## config.mk

```make
export PLATFORM = sky130hd
export DESIGN_NAME = vectored_int_ctrl
export DESIGN_NICKNAME = d
export VERILOG_FILES = /design/src/rtl/vectored_int_ctrl.sv
export SDC_FILE = /design/constraint.sdc
export NUM_CORES = 1
export LEC_CHECK = 0
export CAP_MARGIN = 20
export CORE_UTILIZATION = 54
export CTS_BUF_LIST = sky130_fd_sc_hd__clkbuf_8
export CTS_CLUSTER_DIAMETER = 200
export DETAILED_ROUTE_END_ITERATION = 10
export GPL_ROUTABILITY_DRIVEN = 0
export GPL_TIMING_DRIVEN = 0
export PLACE_DENSITY = 0.87
export SETUP_SLACK_MARGIN = 0.15
export SYNTH_ARGS = -nofsm -noshare
export SYNTH_HDL_FRONTEND = slang
export SYNTH_SLANG_ARGS = --single-unit
```

## constraint.sdc

```tcl
create_clock -name clk -period 3.8 [get_ports clk]
set_input_delay 0.76 -clock clk [delete_from_list [all_inputs] [get_ports clk]]
set_output_delay 0.76 -clock clk [all_outputs]
set_load 0.02 [all_outputs]
```

## src/rtl/vectored_int_ctrl.sv

```systemverilog
// Vectored, prioritised interrupt controller with an in-service stack feeding the CPU control unit.
// Build option VIC_NESTING_EN: when defined, nesting/preemption up to NEST_DEPTH; otherwise depth is 1.
module vectored_int_ctrl #(
    parameter int                   NUM_IRQ    = 8,
    parameter int                   VEC_WIDTH  = 16,
    parameter logic [VEC_WIDTH-1:0] VEC_BASE   = 16'h0010,
    parameter int                   VEC_STRIDE = 2,
    parameter int                   NEST_DEPTH = 4,
    localparam int                  IDW        = (NUM_IRQ > 1) ? $clog2(NUM_IRQ) : 1,
    localparam int                  NLW        = $clog2(NEST_DEPTH + 1)
) (
    input  logic                 clk,
    input  logic                 rst,
    input  logic [NUM_IRQ-1:0]   irq_in,
    input  logic                 en_wr,
    input  logic [NUM_IRQ-1:0]   en_data,
    output logic [NUM_IRQ-1:0]   en_q,
    output logic [NUM_IRQ-1:0]   pending,
    output logic                 int_req,
    output logic [VEC_WIDTH-1:0] int_vector,
    input  logic                 int_ack_attended,
    input  logic                 int_ack_complete,
    output logic [IDW-1:0]       active_id,
    output logic                 in_service,
    output logic [NLW-1:0]       nest_level
);

`ifdef VIC_NESTING_EN
    localparam int EFF_DEPTH = NEST_DEPTH;
`else
    localparam int EFF_DEPTH = 1;
`endif
    // Stack storage is sized to the full index range of nest_level so every index is in bounds.
    localparam int STK_SIZE = 2 ** NLW;

    typedef enum logic [0:0] {
        S_IDLE = 1'b0,
        S_REQ  = 1'b1
    } state_t;

    state_t               state_r;
    logic [NUM_IRQ-1:0]   irq_prev_r;
    logic [NUM_IRQ-1:0]   pending_r;
    logic [NUM_IRQ-1:0]   en_q_r;
    logic                 int_req_r;
    logic [VEC_WIDTH-1:0] int_vector_r;
    logic [IDW-1:0]       req_id_r;
    logic [IDW-1:0]       active_id_r;
    logic                 in_service_r;
    logic [NLW-1:0]       nest_level_r;
    logic [IDW-1:0]       stack_r [STK_SIZE];

    logic [NUM_IRQ-1:0]   edge_s;
    logic [NUM_IRQ-1:0]   hit_s;
    logic [NUM_IRQ-1:0]   clr_mask_s;
    logic                 cand_valid_s;
    logic [IDW-1:0]       cand_id_s;
    logic                 stack_empty_s;
    logic                 room_s;
    logic                 eligible_s;
    logic [VEC_WIDTH-1:0] vec_s;
    logic                 push_s;
    logic                 pop_s;
    logic [NLW-1:0]       level_next_s;

    assign edge_s        = irq_in & ~irq_prev_r;
    assign hit_s         = pending_r & en_q_r;
    assign stack_empty_s = (nest_level_r == {NLW{1'b0}});
    assign room_s        = (nest_level_r < NLW'(EFF_DEPTH));
    assign push_s        = (state_r == S_REQ) && int_ack_attended;
    assign pop_s         = int_ack_complete && !stack_empty_s;
    assign clr_mask_s    = push_s ? (NUM_IRQ'(1'b1) << req_id_r) : {NUM_IRQ{1'b0}};
    assign vec_s         = VEC_BASE + (VEC_WIDTH'(cand_id_s) * VEC_WIDTH'(VEC_STRIDE));

    // Fixed-priority encoder: the downward scan leaves the lowest enabled pending index.
    always_comb begin
        cand_valid_s = 1'b0;
        cand_id_s    = {IDW{1'b0}};
        for (int i = NUM_IRQ - 1; i >= 0; i--) begin
            cand_id_s    = hit_s[i] ? IDW'(i) : cand_id_s;
            cand_valid_s = cand_valid_s | hit_s[i];
        end
    end

    // A candidate may preempt only a strictly lower-priority handler and only with stack room left.
    always_comb begin
        eligible_s = 1'b0;
        if (!cand_valid_s) begin
            eligible_s = 1'b0;
        end else if (stack_empty_s) begin
            eligible_s = 1'b1;
        end else begin
            eligible_s = (cand_id_s < active_id_r) && room_s;
        end
    end

    // Occupancy after this edge: a simultaneous pop and push leaves the level unchanged.
    always_comb begin
        level_next_s = nest_level_r;
        case ({push_s, pop_s})
            2'b10: begin
                if (room_s) begin
                    level_next_s = nest_level_r + NLW'(1);
                end else begin
                    level_next_s = nest_level_r;
                end
            end
            2'b01:   level_next_s = nest_level_r - NLW'(1);
            default: level_next_s = nest_level_r;
        endcase
    end

    // Request FSM: the request is frozen in S_REQ until the control unit attends it.
    always_ff @(posedge clk) begin
        if (rst) begin
            state_r      <= S_IDLE;
            int_req_r    <= 1'b0;
            int_vector_r <= {VEC_WIDTH{1'b0}};
            req_id_r     <= {IDW{1'b0}};
        end else begin
            case (state_r)
                S_IDLE: begin
                    if (eligible_s) begin
                        state_r      <= S_REQ;
                        int_req_r    <= 1'b1;
                        int_vector_r <= vec_s;
                        req_id_r     <= cand_id_s;
                    end
                end
                S_REQ: begin
                    if (int_ack_attended) begin
                        state_r      <= S_IDLE;
                        int_req_r    <= 1'b0;
                        int_vector_r <= {VEC_WIDTH{1'b0}};
                    end
                end
                default: begin
                    state_r      <= S_IDLE;
                    int_req_r    <= 1'b0;
                    int_vector_r <= {VEC_WIDTH{1'b0}};
                    req_id_r     <= {IDW{1'b0}};
                end
            endcase
        end
    end

    // Edge capture, enable mask and pending bits; a new edge outranks the acknowledge clear.
    always_ff @(posedge clk) begin
        if (rst) begin
            irq_prev_r <= {NUM_IRQ{1'b0}};
            en_q_r     <= {NUM_IRQ{1'b0}};
            pending_r  <= {NUM_IRQ{1'b0}};
        end else begin
            irq_prev_r <= irq_in;
            if (en_wr) begin
                en_q_r <= en_data;
            end
            pending_r <= (pending_r & ~clr_mask_s) | edge_s;
        end
    end

    // In-service stack; active_id mirrors the top entry so it can be driven from a register.
    always_ff @(posedge clk) begin
        if (rst) begin
            for (int i = 0; i < STK_SIZE; i++) begin
                stack_r[i] <= {IDW{1'b0}};
            end
            active_id_r  <= {IDW{1'b0}};
            nest_level_r <= {NLW{1'b0}};
            in_service_r <= 1'b0;
        end else begin
            nest_level_r <= level_next_s;
            in_service_r <= (level_next_s != {NLW{1'b0}});
            case ({push_s, pop_s})
                2'b11: begin
                    stack_r[nest_level_r - NLW'(1)] <= req_id_r;
                    active_id_r                     <= req_id_r;
                end
                2'b10: begin
                    if (room_s) begin
                        stack_r[nest_level_r] <= req_id_r;
                        active_id_r           <= req_id_r;
                    end
                end
                2'b01: begin
                    active_id_r <= (nest_level_r > NLW'(1)) ? stack_r[nest_level_r - NLW'(2)]
                                                            : {IDW{1'b0}};
                end
                default: begin
                    active_id_r <= active_id_r;
                end
            endcase
        end
    end

    assign en_q       = en_q_r;
    assign pending    = pending_r;
    assign int_req    = int_req_r;
    assign int_vector = int_vector_r;
    assign active_id  = active_id_r;
    assign in_service = in_service_r;
    assign nest_level = nest_level_r;

endmodule

```

-- Yosys cells after proc, flatten, opt, wreduce, memory -nomap -nowiden
Memories as Yosys holds them, arrays and structs flattened.
Cells that the tools add are included.
- input bits: 21
- bits in read-only memories: 0
- output and inout bits: 40
- memories kept: 1
- logic and storage cells: 91
- latch bits: 0
- bits in writable memories: 24
- register bits after elaboration: 52
- muxes and demuxes: 40
- equal/unequal tests: 6
- $lt $le $gt $ge: 3
- bitwise logic cells: 14
- $add $sub $neg: 4
- shift operators: 1
- div/mod/pow operators: 0
- reduce and logical (&&, ||, !) cells: 12
- $mul: 0
- memories (name ; depth ; width ; read ports ; clocked after Yosys merged registers in ; wr ports ; line ; RTL):
    stack_r ; 8 ; 3 ; 1 ; 0 ; 8 ; 51 ; logic [IDW-1:0] stack_r [STK_SIZE];
- operators with widths (cell ; number):
    $mux 3 ; 15
    $mux 16 ; 2
    $pmux 16 s2 ; 1
    $and 8x8->8 ; 3
    $mux 1 ; 17
    $not 8->8 ; 2
    $pmux 3 s3 ; 1
    $mux 8 ; 1
    $or 8x8->8 ; 1
    $shl 1x3->8 const A ; 1
    $or 1x1->1 ; 7
    $add 5x4->6 const A ; 1
    $ne 2x2->1 const B ; 3
    $pmux 3 s2 ; 1
    $reduce_and 2->1 ; 3
    $reduce_bool 3->1 ; 2
    $reduce_or 3->1 ; 2
    $eq 2x2->1 const B ; 2
    $pmux 1 s2 ; 2
    $add 3x1->3 const B ; 1
    $gt 3x1->1 const B ; 1
    $logic_and 1x1->1 ; 3
    $logic_not 3->1 ; 1
    $lt 3x1->1 const B ; 1
    other kinds (6) ; 6

-- Depth between registers and ports, before layout
- depth in word-level cells: 15
- mapped depth: 14
- gate-level depth less buffers: 12

-- Least setup slack after synthesis
No wires, ideal clock.
- kind: register to register
- start point: register nest_level_r[1] (netlist: nest_level[1])
- end point: memory stack_r[1][0] (netlist bit) (enable)
- stages on the path, launching flop included: 14
- buffers on the path: 1
- data required time: 3.544 ns
- path slack: 0.930 ns
- library setup time: 0.256 ns
- period minus slack after synthesis: 2.870 ns
- arrival time: 2.614 ns
- cells stage by stage: dfxtp_1 buf_2 inv_1 ha_1 nand2_1 and2_1 inv_1 ha_1 inv_1 o31ai_2 o32a_1 o22ai_1 nor2b_1 or2_2
- RTL lines (what ; line ; RTL):
    start, declared ; 50 ; logic [NLW-1:0] nest_level_r;
    start signal, assigned ; 169 ; nest_level_r <= {NLW{1'b0}};
    start signal, assigned ; 172 ; nest_level_r <= level_next_s;
    end, declared ; 51 ;

==> flow_metrics.py <==
metrics = {
    "synthesis": {
        "syn_area_per_cell_sq_um": 10.35,
        "yosys_register_bits": 63,
        "synth_cell_type_count": 54,
        "ys_seq_area_share_pct": 47.11,
        "async_reset_ff_share_pct": 0,
        "yosys_most_used_dff": "dfxtp_1",
        "yosysWarnings": 0,
        "synth_cells": 308,
        "synth-edff-count": 24,
        "mappedNetlistArea_sq_um": 3187,
    },
    "worst_hold_path": {
        "min_path_type": "flop to flop",
    },
    "routing": {
        "vias_per_cell": 5.868,
        "wl_per_cell_um": 17.20,
        "dr.pass1.iters": 5,
        "ant_nets": 0,
        "drt_iter0_drc": 236,
        "drc": 0,
        "routed_wl_mm": 7.790,
        "vias": 2658,
    },
    "worst_setup_path": {
        "cp_slowest_cell": "a21boi_0",
        "worst_ep_arrival_time_ps": 3480,
        "cpMostUsedCell": "inv_1",
        "start_kind": "flop",
        "crit_chain": "buf_2, inv_1, ha_1, nand2_1, and2_1, inv_1, ha_1, inv_1, nor2_1, a21boi_0, nor2_1, nand2b_1, nand2_1",
        "cpPeakStageDelay_ps": 570,
        "cp-end-kind": "flop",
        "cp_data_required_time_ps": 3860,
        "crit_type": "flop to flop",
        "crit_fanout": 9,
    },
    "pwr": {
        "vdd_drop_max_mv": 0.3508,
        "power_density_nw_per_um2": 398.8,
        "p_seq_share_pct": 49.1,
        "swShare_pct": 27.32,
        "power_mw": 1.579,
        "clock_power_share_pct": 34.6,
        "p_leak_nw": 1.539,
        "p_int_mw": 1.148,
        "switching_power_uw": 431.4,
        "p_comb_share_pct": 16.3,
    },
    "clock_network": {
        "path_clk_slew_ps": 70,
        "clock_latency_ps": 340,
        "cts_buffers": 9,
        "post_cts_buffers": 0,
        "cts_tree": "yes",
        "ctsResizeCount": 0,
        "numClockSinks": 63,
        "root_buffer": "clkbuf_8",
        "ctsLongestPathBuffers": 2,
        "hold_buffers": 0,
        "cts_max_level": 3,
    },
    "die": {
        "die_y_um": 78.82,
        "core_sq_um": 5608,
        "die_x_um": 78.82,
        "rows": 27,
        "initial_core_util_pct": 56.83,
        "dieArea_sq_um": 6213,
        "num_io_pins": 61,
    },
    "status": {
        "status": "finished, final reports clean",
    },
    "run": {
        "maxCapViolations": 0,
    },
    "final_layout": {
        "fillers": 427,
        "diodes": 0,
        "finish.utilization_pct": 70.62,
        "area_delta_synth_final_pct": 24.26,
        "stdcell_area_sq_um": 3960,
        "fin_cells": 453,
        "drive_gt1_share_pct": 13.39,
        "nNetsFinal": 407,
    },
    "grt": {
        "grt_usage_pct": 26.89,
        "antenna_found_initial": 0,
        "grt_pass1_vias": 2551,
        "grt_start_max_net_pins": 12,
        "grt_pass1_wl_mm": 12.60,
        "grt-ovfl-total": 0,
    },
    "timing": {
        "period_share_pct": 90.11,
        "fmax_mhz": 292.0,
        "skew_ps": 9.593,
        "report.final.slew_viol_count": 0,
        "fin_crit_ps": 3424,
        "tightest_slew_ps": 667.7,
        "fin_setup_tns_ps": 0,
        "hold_violations": 0,
        "rsz0062_at_grt": "no",
        "layout_setup_ws_ps": 375.7,
        "whs_ps": 482.3,
        "relSlewSlack_pct": 55.09,
        "setup_viol": 0,
    },
    "placement": {
        "dp_cells": 437,
        "numPortBuffers": 46,
        "placed_area_sq_um": 3779,
        "hpwl_mm": 5.543,
        "dp_slack_ps": 303.4,
    },
}
## registers in the layout, summed over array words and instances (netlist names)
signal and cells:
active_id 3, irq_prev_r 8, state_r 1, en_q 8
in_service 1, nest_level 3, stack_r 24, int_vector 4
pending 8, req_id_r 3
## worst paths after layout
check / from / to / slack [ps] / cells past startpoint
max: nest_level[1]$_SDFF_PP0_ / stack_r[2][0]$_SDFFCE_PN0P_ / 380 / 13
min: irq_prev_r[1]$_SDFF_PP0_ / pending[1]$_SDFF_PP0_ / 480 / 2
max reg2reg: nest_level[1]$_SDFF_PP0_ / stack_r[2][0]$_SDFFCE_PN0P_ / 380 / 13
min reg2reg: irq_prev_r[1]$_SDFF_PP0_ / pending[1]$_SDFF_PP0_ / 480 / 2
## critical path: cells and delay by family, from the launching register on
family | cells | cell delay (ps)
adder cells (fa/ha/maj) | 2 | 480
AO/OA/AOI/OAI | 1 | 570
AND/OR/NAND/NOR | 6 | 1090
buffers and inverters | 4 | 660
flip-flops | 1 | 350
## cells in the mapped netlist (4+ instances only)
master	instances	area share, %
edfxtp_1	24	23
nor2b_1	12	2.4
nand2b_1	9	1.8
nand2_1	23	2.7
o21ai_0	11	1.7
nor4_1	4	0.79
nand3_1	5	0.79
dfxtp_1	39	24
nor3_1	8	1.3
nor2_1	29	3.4
mux2_2	4	1.4
inv_1	8	0.94
o31ai_1	4	0.94
o211a_1	4	1.3
a22oi_1	4	0.94
mux4_2	6	4.2
mux2i_1	12	3.8
buf_4	13	3.1
a21oi_1	16	2.5
and2_1	8	1.6
ha_1	10	3.9
clkbuf_1	8	0.94
## area by class of cell
class	instances	area [sq um]	area share [%]
repair buffers	46	460.4	11.63
clock inverters	7	57.56	1.453
multi-input cells	221	1544	38.99
inverters	11	41.29	1.043
plain buffers	24	141.4	3.570
flip-flops and latches	63	1501	37.91
well taps	72	90.09	2.275
clock buffers	9	123.9	3.128
## power by group through the flow
stage,registers [mW],clock network [mW],logic [mW]
final,0.775,0.546,0.258
after global routing,0.778,0.572,0.278
after CTS,0.773,0.546,0.256
after detailed placement,0.786,0,0.252
after global placement,0.785,0,0.247
after floorplan,0.798,0,0.141
## cell families after synthesis
logic type / count (synthesis) / share of synthesized area, %
AND/OR/NAND/NOR: 105 / 16.21
flip-flops: 63 / 47.11
AO/OA/AOI/OAI: 72 / 17.47
other: 1 / 0.1177
buffers and inverters: 35 / 5.732
adder cells (fa/ha/maj): 10 / 3.926
multiplexers: 22 / 9.423
## metal layers
metal  global-route usage [%]  wire (um)  up-vias
met5                        0          0        -
met4                    12.36        163        0
met3                    4.598        564       23
met2                    44.87       3862      131
met1                    34.08       3201     1271
li1                         -          -     1233
## cells in the final DEF (no fill, tap or decap), types with 2 or more instances in the layout
master,instances
inv_1,10
dfxtp_1,39
mux2i_1,12
o211a_1,4
a21o_1,2
a32oi_1,2
or2_2,2
o21a_1,2
a22oi_2,2
o22ai_1,2
o31ai_1,4
mux2_2,4
clkbuf_8,9
a21oi_1,16
clkbuf_1,8
buf_2,2
nor3_1,8
nor2_1,29
clkinv_1,5
a2bb2oi_1,2
mux4_2,6
ha_1,10
o21ai_0,11
o221ai_1,3
nand2_1,23
o41ai_1,2
nand2b_1,9
nor2b_1,12
buf_4,13
and2_1,8
conb_1,12
and3_1,3
clkdlybuf4s50_1,46
edfxtp_1,24
a22oi_1,4
nand3_1,5
nor4_1,4
No activity file was read; power rests on OpenSTA's default activity.
